[src/rtl/fetch_predict_pkg.sv]
// fetch_predict_pkg: shared types for the fetch/predict stage.
//   pht_ctr_t      2-bit saturating branch counter
//   PHT_INIT       counter value after reset (weakly not-taken)
//   OP_BR          RV32I conditional-branch opcode
//   fetch_state_t  fetch FSM states
//   b_imm()        sign-extended B-type immediate
//   ctr_step()     saturating counter update
package fetch_predict_pkg;

    typedef logic [1:0] pht_ctr_t;

    localparam pht_ctr_t   PHT_INIT = 2'b01;
    localparam logic [6:0] OP_BR    = 7'b1100011;

    typedef enum logic [1:0] {
        FETCH = 2'd0,
        HOLD  = 2'd1,
        DRAIN = 2'd2
    } fetch_state_t;

    function automatic logic [31:0] b_imm(input logic [31:0] instr);
        return {{19{instr[31]}}, instr[31], instr[7], instr[30:25], instr[11:8], 1'b0};
    endfunction

    // 00 and 11 saturate.
    function automatic pht_ctr_t ctr_step(input pht_ctr_t ctr, input logic taken);
        pht_ctr_t res;
        res = ctr;
        if (taken && ctr != 2'b11)
            res = ctr + 2'b01;
        else if (!taken && ctr != 2'b00)
            res = ctr - 2'b01;
        return res;
    endfunction

endpackage

[src/rtl/fetch_predict_pht.sv]
// fetch_predict_pht (pht_2bit): array of 2**BITS two-bit saturating counters.
//   clk, rst     clock, asynchronous active-high reset (all counters -> PHT_INIT)
//   rd_idx       combinational read index
//   rd_pred      predicted taken (MSB of the addressed counter, pre-update value)
//   upd_en       update strobe
//   upd_idx      counter to update
//   upd_taken    actual outcome: +1 if taken, -1 if not, saturating
module pht_2bit
    import fetch_predict_pkg::*;
#(
    parameter int BITS = 4
) (
    input  logic            clk,
    input  logic            rst,
    input  logic [BITS-1:0] rd_idx,
    output logic            rd_pred,
    input  logic            upd_en,
    input  logic [BITS-1:0] upd_idx,
    input  logic            upd_taken
);

    pht_ctr_t ctr [2**BITS];

    // Read is purely combinational from the array, so a same-cycle update
    // to the same entry is only visible from the next cycle.
    assign rd_pred = ctr[rd_idx][1];

    always_ff @(posedge clk or posedge rst) begin
        if (rst) begin
            for (int i = 0; i < 2**BITS; i++)
                ctr[i] <= PHT_INIT;
        end else if (upd_en) begin
            ctr[upd_idx] <= ctr_step(ctr[upd_idx], upd_taken);
        end
    end

endmodule

[src/rtl/fetch_predict.sv]
// fetch_predict: IF stage. Owns the PC, runs the instruction-memory read
// handshake, predecodes conditional branches and predicts them with a 2-bit PHT.
// Optional macro GSHARE_PREDICT_EN: XOR a global history register into the PHT index.
//
// Handshake: imem_read is held high while a request is outstanding; imem_resp is a
// one-cycle pulse carrying imem_rdata. A word is delivered to IF/ID only on the
// cycle ifid_load is high; ifid_load is never high while stall is high.
//
// Ports:
//   clk, rst                 clock, asynchronous active-high reset
//   imem_read/imem_address   fetch request and word address (= pc)
//   imem_resp/imem_rdata     response pulse and instruction word
//   stall                    downstream cannot accept
//   ifid_load                IF/ID load strobe
//   pc_plus4_out .. pht_prediction_out   delivered instruction and its prediction
//   br_update/br_update_idx/br_taken     PHT training from EX
//   redirect/redirect_pc     misprediction refetch from EX
//   fsm_state                current FSM state (observability)
module fetch_predict
    import fetch_predict_pkg::*;
#(
    parameter logic [31:0] RESET_PC = 32'h0000_0060,
    parameter int          PHT_BITS = 4
) (
    input  logic                clk,
    input  logic                rst,
    output logic                imem_read,
    output logic [31:0]         imem_address,
    input  logic                imem_resp,
    input  logic [31:0]         imem_rdata,
    input  logic                stall,
    output logic                ifid_load,
    output logic [31:0]         pc_plus4_out,
    output logic [31:0]         instr_out,
    output logic                is_branch_out,
    output logic [PHT_BITS-1:0] pht_idx_out,
    output logic [31:0]         pc_taken_out,
    output logic                pht_prediction_out,
    input  logic                br_update,
    input  logic [PHT_BITS-1:0] br_update_idx,
    input  logic                br_taken,
    input  logic                redirect,
    input  logic [31:0]         redirect_pc,
    output fetch_state_t        fsm_state
);

    fetch_state_t        state, state_next;
    logic [31:0]         pc, pc_next;
    logic [31:0]         held;
    logic                capture;
    logic [31:0]         word;
    logic                word_valid;
    logic                is_branch;
    logic [31:0]         pc_plus4, pc_taken, next_seq;
    logic [PHT_BITS-1:0] rd_idx;
    logic                pred;

`ifdef GSHARE_PREDICT_EN
    logic [PHT_BITS-1:0] ghr;

    always_ff @(posedge clk or posedge rst) begin
        if (rst)
            ghr <= '0;
        else if (br_update)
            ghr <= {ghr[PHT_BITS-2:0], br_taken};
    end

    assign rd_idx = pc[PHT_BITS+1:2] ^ ghr;
`else
    assign rd_idx = pc[PHT_BITS+1:2];
`endif

    pht_2bit #(.BITS(PHT_BITS)) u_pht (
        .clk       (clk),
        .rst       (rst),
        .rd_idx    (rd_idx),
        .rd_pred   (pred),
        .upd_en    (br_update),
        .upd_idx   (br_update_idx),
        .upd_taken (br_taken)
    );

    // In HOLD the word comes from the capture register, otherwise straight
    // from memory; outputs are zero whenever no word is on offer.
    assign word       = (state == HOLD) ? held : imem_rdata;
    assign word_valid = (state == HOLD) || (state == FETCH && imem_resp);
    assign is_branch  = (word[6:0] == OP_BR);
    assign pc_plus4   = pc + 32'd4;
    assign pc_taken   = pc + b_imm(word);
    assign next_seq   = (is_branch && pred) ? pc_taken : pc_plus4;

    assign pc_plus4_out       = word_valid ? pc_plus4  : '0;
    assign instr_out          = word_valid ? word      : '0;
    assign is_branch_out      = word_valid && is_branch;
    assign pht_idx_out        = word_valid ? rd_idx    : '0;
    assign pc_taken_out       = word_valid ? pc_taken  : '0;
    assign pht_prediction_out = word_valid && pred;

    assign imem_address = pc;
    // No request while in reset; HOLD already owns its word.
    assign imem_read    = !rst && (state != HOLD);
    assign fsm_state    = state;

    always_comb begin
        state_next = state;
        pc_next    = pc;
        ifid_load  = 1'b0;
        capture    = 1'b0;
        case (state)
            FETCH: begin
                if (redirect) begin
                    pc_next = redirect_pc;
                    // Request still in flight: its response must be dropped.
                    if (!imem_resp)
                        state_next = DRAIN;
                end else if (imem_resp) begin
                    if (stall) begin
                        capture    = 1'b1;
                        state_next = HOLD;
                    end else begin
                        ifid_load = 1'b1;
                        pc_next   = next_seq;
                    end
                end
            end
            HOLD: begin
                if (redirect) begin
                    pc_next    = redirect_pc;
                    state_next = FETCH;
                end else if (!stall) begin
                    ifid_load  = 1'b1;
                    pc_next    = next_seq;
                    state_next = FETCH;
                end
            end
            DRAIN: begin
                if (redirect)
                    pc_next = redirect_pc;
                if (imem_resp)
                    state_next = FETCH;
            end
            default: state_next = FETCH;
        endcase
    end

    always_ff @(posedge clk or posedge rst) begin
        if (rst) begin
            state <= FETCH;
            pc    <= RESET_PC;
            held  <= '0;
        end else begin
            state <= state_next;
            pc    <= pc_next;
            if (capture)
                held <= imem_rdata;
        end
    end

endmodule

[config.mk]
export PLATFORM = sky130hd
export DESIGN_NAME = fetch_predict
export DESIGN_NICKNAME = d
export VERILOG_FILES = /design/src/rtl/fetch_predict_pkg.sv /design/src/rtl/fetch_predict_pht.sv /design/src/rtl/fetch_predict.sv
export SDC_FILE = /design/constraint.sdc
export NUM_CORES = 1
export LEC_CHECK = 0
export CORE_MARGIN = 1.5
export CORE_UTILIZATION = 50
export DETAILED_ROUTE_END_ITERATION = 10
export PLACE_DENSITY_LB_ADDON = 0.25
export REMOVE_ABC_BUFFERS = 1
export SYNTH_ARGS = -nofsm -noshare
export SYNTH_HDL_FRONTEND = slang
export SYNTH_SLANG_ARGS = --single-unit
[constraint.sdc]
create_clock -name clk -period 11.8 [get_ports clk]
set_clock_uncertainty 0.15 [all_clocks]
set_input_delay 1.77 -clock clk [delete_from_list [all_inputs] [get_ports clk]]
set_output_delay 1.77 -clock clk [all_outputs]
set_load 0.01 [all_outputs]
==> impl_summary.md <==
Run status
The flow ran to the end, and the final reports show no timing, DRC or antenna violations.

Floorplanning
After floorplanning, the core was sized to cover 15260 µm². The chip height is 128.5 µm. The initial utilization of the core area, before any placement, comes to 0.5157. The die area is 16500 µm². The top-level port count is 213. The standard-cell row count is 45. From left edge to right edge, the die measures 128.5 µm.

Setup path
The data required time at the worst endpoint is 9.88 ns. The maximum fanout along the worst path is 21. The kind of end point of the critical path is a primary output. The highest cell delay on the worst timing path is 0.55 ns. The startpoint kind of the worst setup timing path is an input pin. Walking the worst path, the cells encountered are clkdlybuf4s50_1 > mux2i_1 > inv_1 > ha_1 > nand4_1 > inv_1 > o2111ai_1 > a2111oi_2 > o211ai_1 > o31ai_1 > xnor2_1 > nor2_1 > clkdlybuf4s50_1. The data arrival time of the critical path is 5.69 ns.

The cell with the largest stage delay on the worst path is sky130_fd_sc_hd__ha_1. The critical path class is input pin to primary output.

GRT
The leftover overflow at the end of global routing is 0. The overall fraction of global-route tracks in use is 0.2948. The via count of the first global-routing pass came to 7211. The number of antenna violations at the first check in global routing is 0. Entering global routing, the biggest net connects 91 pins. The first global-routing pass estimated 38.48 mm of wire.

Min path
The path class of the tightest hold or removal check is register to register.

Timing
The final critical delay including setup and external delays is 7.612 ns. The number of endpoints with negative hold slack in the final report is 0. For the final routed database, the setup TNS stands at 0 ns. The max-slew violation count is 0. Setup repair after global routing left no endpoint under its margin.

For the pin with the worst max-slew slack, the measured transition is 1.020 ns. Based on the critical path, the design can be clocked at up to 131.4 MHz. The final count of negative-setup-slack endpoints is 0.

The smallest setup slack after layout is 4.188 ns. The worst pin sits at a relative slew slack of 0.3199. The period utilization is 0.6451.

Placement
The total of buffers placed on input and output ports is 212. The congestion estimate from routability-driven global placement came to 0.9382. Timing analysis after detailed placement gives a worst setup slack of 4.292 ns. The detailed placement HPWL is 17.65 mm.

Cells and area
The net count of the finished layout is 1214. In the final layout, the share of cells above drive strength 1 is 0.1157. Compared with the post-synthesis result, the final layout area differs by 31.88%. The antenna diode count is 0.

Synthesis
The average instance area after synthesis is 8.507 µm². The number of distinct library cells after synthesis is 66. The number of synthesized flops with an enable pin is 0. Of the synthesized area, sequential elements account for 0.3145. In the synthesized netlist, the number of instances is 925.

The Yosys step of the flow raised 0 warnings. In this run the cell area of the synthesized design comes to 7869 µm². In the synthesized netlist the async set-or-reset flop fraction comes to 1.000.

For this run, the leading register cell type out of synthesis is sky130_fd_sc_hd__dfrtp_1. The synthesized design contains 98 register bits.

Job
Across the run, the number of max-cap violations was 0.

Detailed routing
The wire length reported by the detailed router is 23.98 mm. Summing over every cut layer, the via total after detailed routing is 7531. In the routed layout, each cell is associated on average with a via count of 5.718.

Once detail routing completed, the nets flagged for antenna violations numbered 0. The detailed router's first-iteration violation count is 611. The routed length per placed instance is 18.21 µm.

The first detailed-routing pass took 5 iterations. The number of DRC violations after detailed routing is 0.

Clock network
For this design, the sink count on the clock tree is 98. TritonCTS built the clock tree. The CTS root buffer is sky130_fd_sc_hd__clkbuf_16. The number of hold buffers added after cts is 0. The clock network latency to the later pin of the worst-skew pair is 0.35 ns.

In this run, CTS created clock tree buffers numbering 9. The deepest clock path buffer count is 2. The count of cells resized by post-cts repair is 0.

The clock tree synthesis step divided the H-tree into 3 levels. The count of buffers added by post-CTS timing repair for setup is 0. Clock-pin slew was measured on the worst setup and hold paths at 0.07 ns.

Pwr
Power spread over the standard cell area amounts to 167.0 nW/µm². The total leakage power is 4.248 nW. The worst vdd rail ir drop is 0.00008878 V.
-- cell usage after synthesis, types with 4 or more instances --
cell	n	area [µm²]
sky130_fd_sc_hd__mux2_2	63	709.4
sky130_fd_sc_hd__or3_1	8	50.05
sky130_fd_sc_hd__xor2_1	31	271.5
sky130_fd_sc_hd__xnor2_1	26	227.7
sky130_fd_sc_hd__clkbuf_1	43	161.4
sky130_fd_sc_hd__a211oi_1	5	37.54
sky130_fd_sc_hd__o21bai_1	4	30.03
sky130_fd_sc_hd__dfrtp_1	80	2002
sky130_fd_sc_hd__inv_1	15	56.30
sky130_fd_sc_hd__dfstp_2	18	473.0
sky130_fd_sc_hd__mux4_2	5	112.6
sky130_fd_sc_hd__o22ai_1	5	31.28
sky130_fd_sc_hd__nand2_1	131	491.7
sky130_fd_sc_hd__nand3b_1	4	30.03
sky130_fd_sc_hd__buf_6	4	45.04
sky130_fd_sc_hd__nor3_1	4	20.02
sky130_fd_sc_hd__mux4_1	7	183.9
sky130_fd_sc_hd__buf_2	5	25.02
sky130_fd_sc_hd__a31oi_1	7	43.79
sky130_fd_sc_hd__o21a_1	9	67.56
sky130_fd_sc_hd__and2_1	13	81.33
sky130_fd_sc_hd__mux2_4	4	60.06
sky130_fd_sc_hd__nor2b_1	4	25.02
sky130_fd_sc_hd__and3_1	15	93.84
sky130_fd_sc_hd__a21o_1	15	112.6
sky130_fd_sc_hd__mux2i_1	14	140.1
sky130_fd_sc_hd__nand4_1	13	81.33
sky130_fd_sc_hd__nor2_1	112	420.4
sky130_fd_sc_hd__a21oi_1	102	510.5
sky130_fd_sc_hd__o211ai_1	5	37.54
sky130_fd_sc_hd__a22oi_1	5	37.54
sky130_fd_sc_hd__nand2b_1	7	43.79
sky130_fd_sc_hd__o21ai_0	43	215.2
sky130_fd_sc_hd__ha_1	37	462.9
sky130_fd_sc_hd__o21ai_1	4	20.02
sky130_fd_sc_hd__and4_1	4	35.03
sky130_fd_sc_hd__nand3_1	15	75.07
-- cell type report --
class                      count  area, µm²
timing repair buffer         221       2190
sequential                    98       2475
fill                        1265       4881
multi-input combinational    756       5101
inverter                      15      58.81
clock buffer                  11      252.7
clock inverter                 5      36.28
tap                          211      264.0
-- worst max-delay path: cells and delay by family --
kind,cells,cell delay [ns]
AO/OA/AOI/OAI,4,1.26
buffers and inverters,4,1.48
XOR/XNOR,1,0.16
multiplexers,1,0.25
AND/OR/NAND/NOR,2,0.21
adder cells (fa/ha/maj),1,0.55
-- flip-flops by register name, summed over array words and instances, names as in the netlist --
signal and cells:
imem_address 32, u_pht.ctr 32, fsm_state 2, held 32
-- path summary, 6_finish.rpt --
check / startpoint / to / slack (ns) / cells after the start
worst max-delay path: imem_rdata[31] / pc_taken_out[28] / 4.19 / 13
worst min register to register: held[27] / held[27] / 0.36 / 1
worst max register to register: fsm_state[0] / imem_address[19] / 7.53 / 13
max in group asynchronous: rst / imem_address[22] / 8.66 / 3
min in group asynchronous: rst / held[16] / 1.64 / 2
worst min-delay path: held[27] / held[27] / 0.36 / 1
-- where the power goes --
part,internal (mW),switching [mW]
registers,0.460,0.0994
clock network,0.156,0.136
logic,0.437,0.445
total,1.05,0.681
-- per-layer routing --
| layer | global-route usage | vias to the layer above | part of all wire |
|---|---|---|---|
| met5 | 0 | - | 0 |
| met4 | 0.07138 | 0 | 0.015 |
| met3 | 0.08150 | 26 | 0.083 |
| met2 | 0.4636 | 274 | 0.46 |
| met1 | 0.4052 | 3593 | 0.45 |
| li1 | - | 3638 | - |
-- cell usage in the layout (no fill, tap or decap), drive strengths merged, types with 4 or more instances in the layout --
cell type,Yosys,layout
o21ai,47,47
nand4,13,13
or3,8,8
buf,12,9
a211oi,6,6
and3,15,15
nor2,113,113
xor2,31,31
a22oi,5,5
mux2,67,67
dfrtp,80,80
nand3b,4,4
nand2,131,131
nor3,4,4
mux2i,14,14
a21oi,103,103
mux4,12,12
and2,14,14
nand2b,7,7
xnor2,26,26
nor2b,4,4
and4,4,4
ha,37,37
a21o,15,15
clkbuf,44,11
inv,15,17
clkdlybuf4s50,0,212
a31oi,7,7
o211ai,5,5
o21a,9,9
o22ai,5,5
dfstp,18,18
nand3,15,15
o21bai,4,4
-- through the flow --
step | instances | hold WS (ns) | utilization | area (µm²) | power, mW
2_1_floorplan | 869 | 0.3300 | - | 7614 | 1.087
3_3_place_gp | 1301 | 0.3387 | 0.6612 | 10090 | 1.425
3_5_place_dp | 1301 | 0.3453 | 0.6612 | 10090 | 1.439
4_1_cts | 1317 | 0.3614 | 0.6801 | 10380 | 1.737
5_1_grt | 1317 | 0.3746 | 0.6801 | 10380 | 1.850
6_report | 1317 | 0.3581 | 0.6801 | 10380 | 1.733
-- cells by family (layout without fill, tap and decap cells) --
| family | count (synthesis) | in the layout | share of synthesized area |
|---|---|---|---|
| AND/OR/NAND/NOR | 340 | 340 | 0.1941 |
| AO/OA/AOI/OAI | 228 | 228 | 0.1736 |
| flip-flops | 98 | 98 | 0.3145 |
| multiplexers | 93 | 93 | 0.1533 |
| buffers and inverters | 71 | 252 | 0.03959 |
| XOR/XNOR | 57 | 57 | 0.06344 |
| adder cells (fa/ha/maj) | 38 | 38 | 0.06138 |
Power figures use the tool's default switching activity.
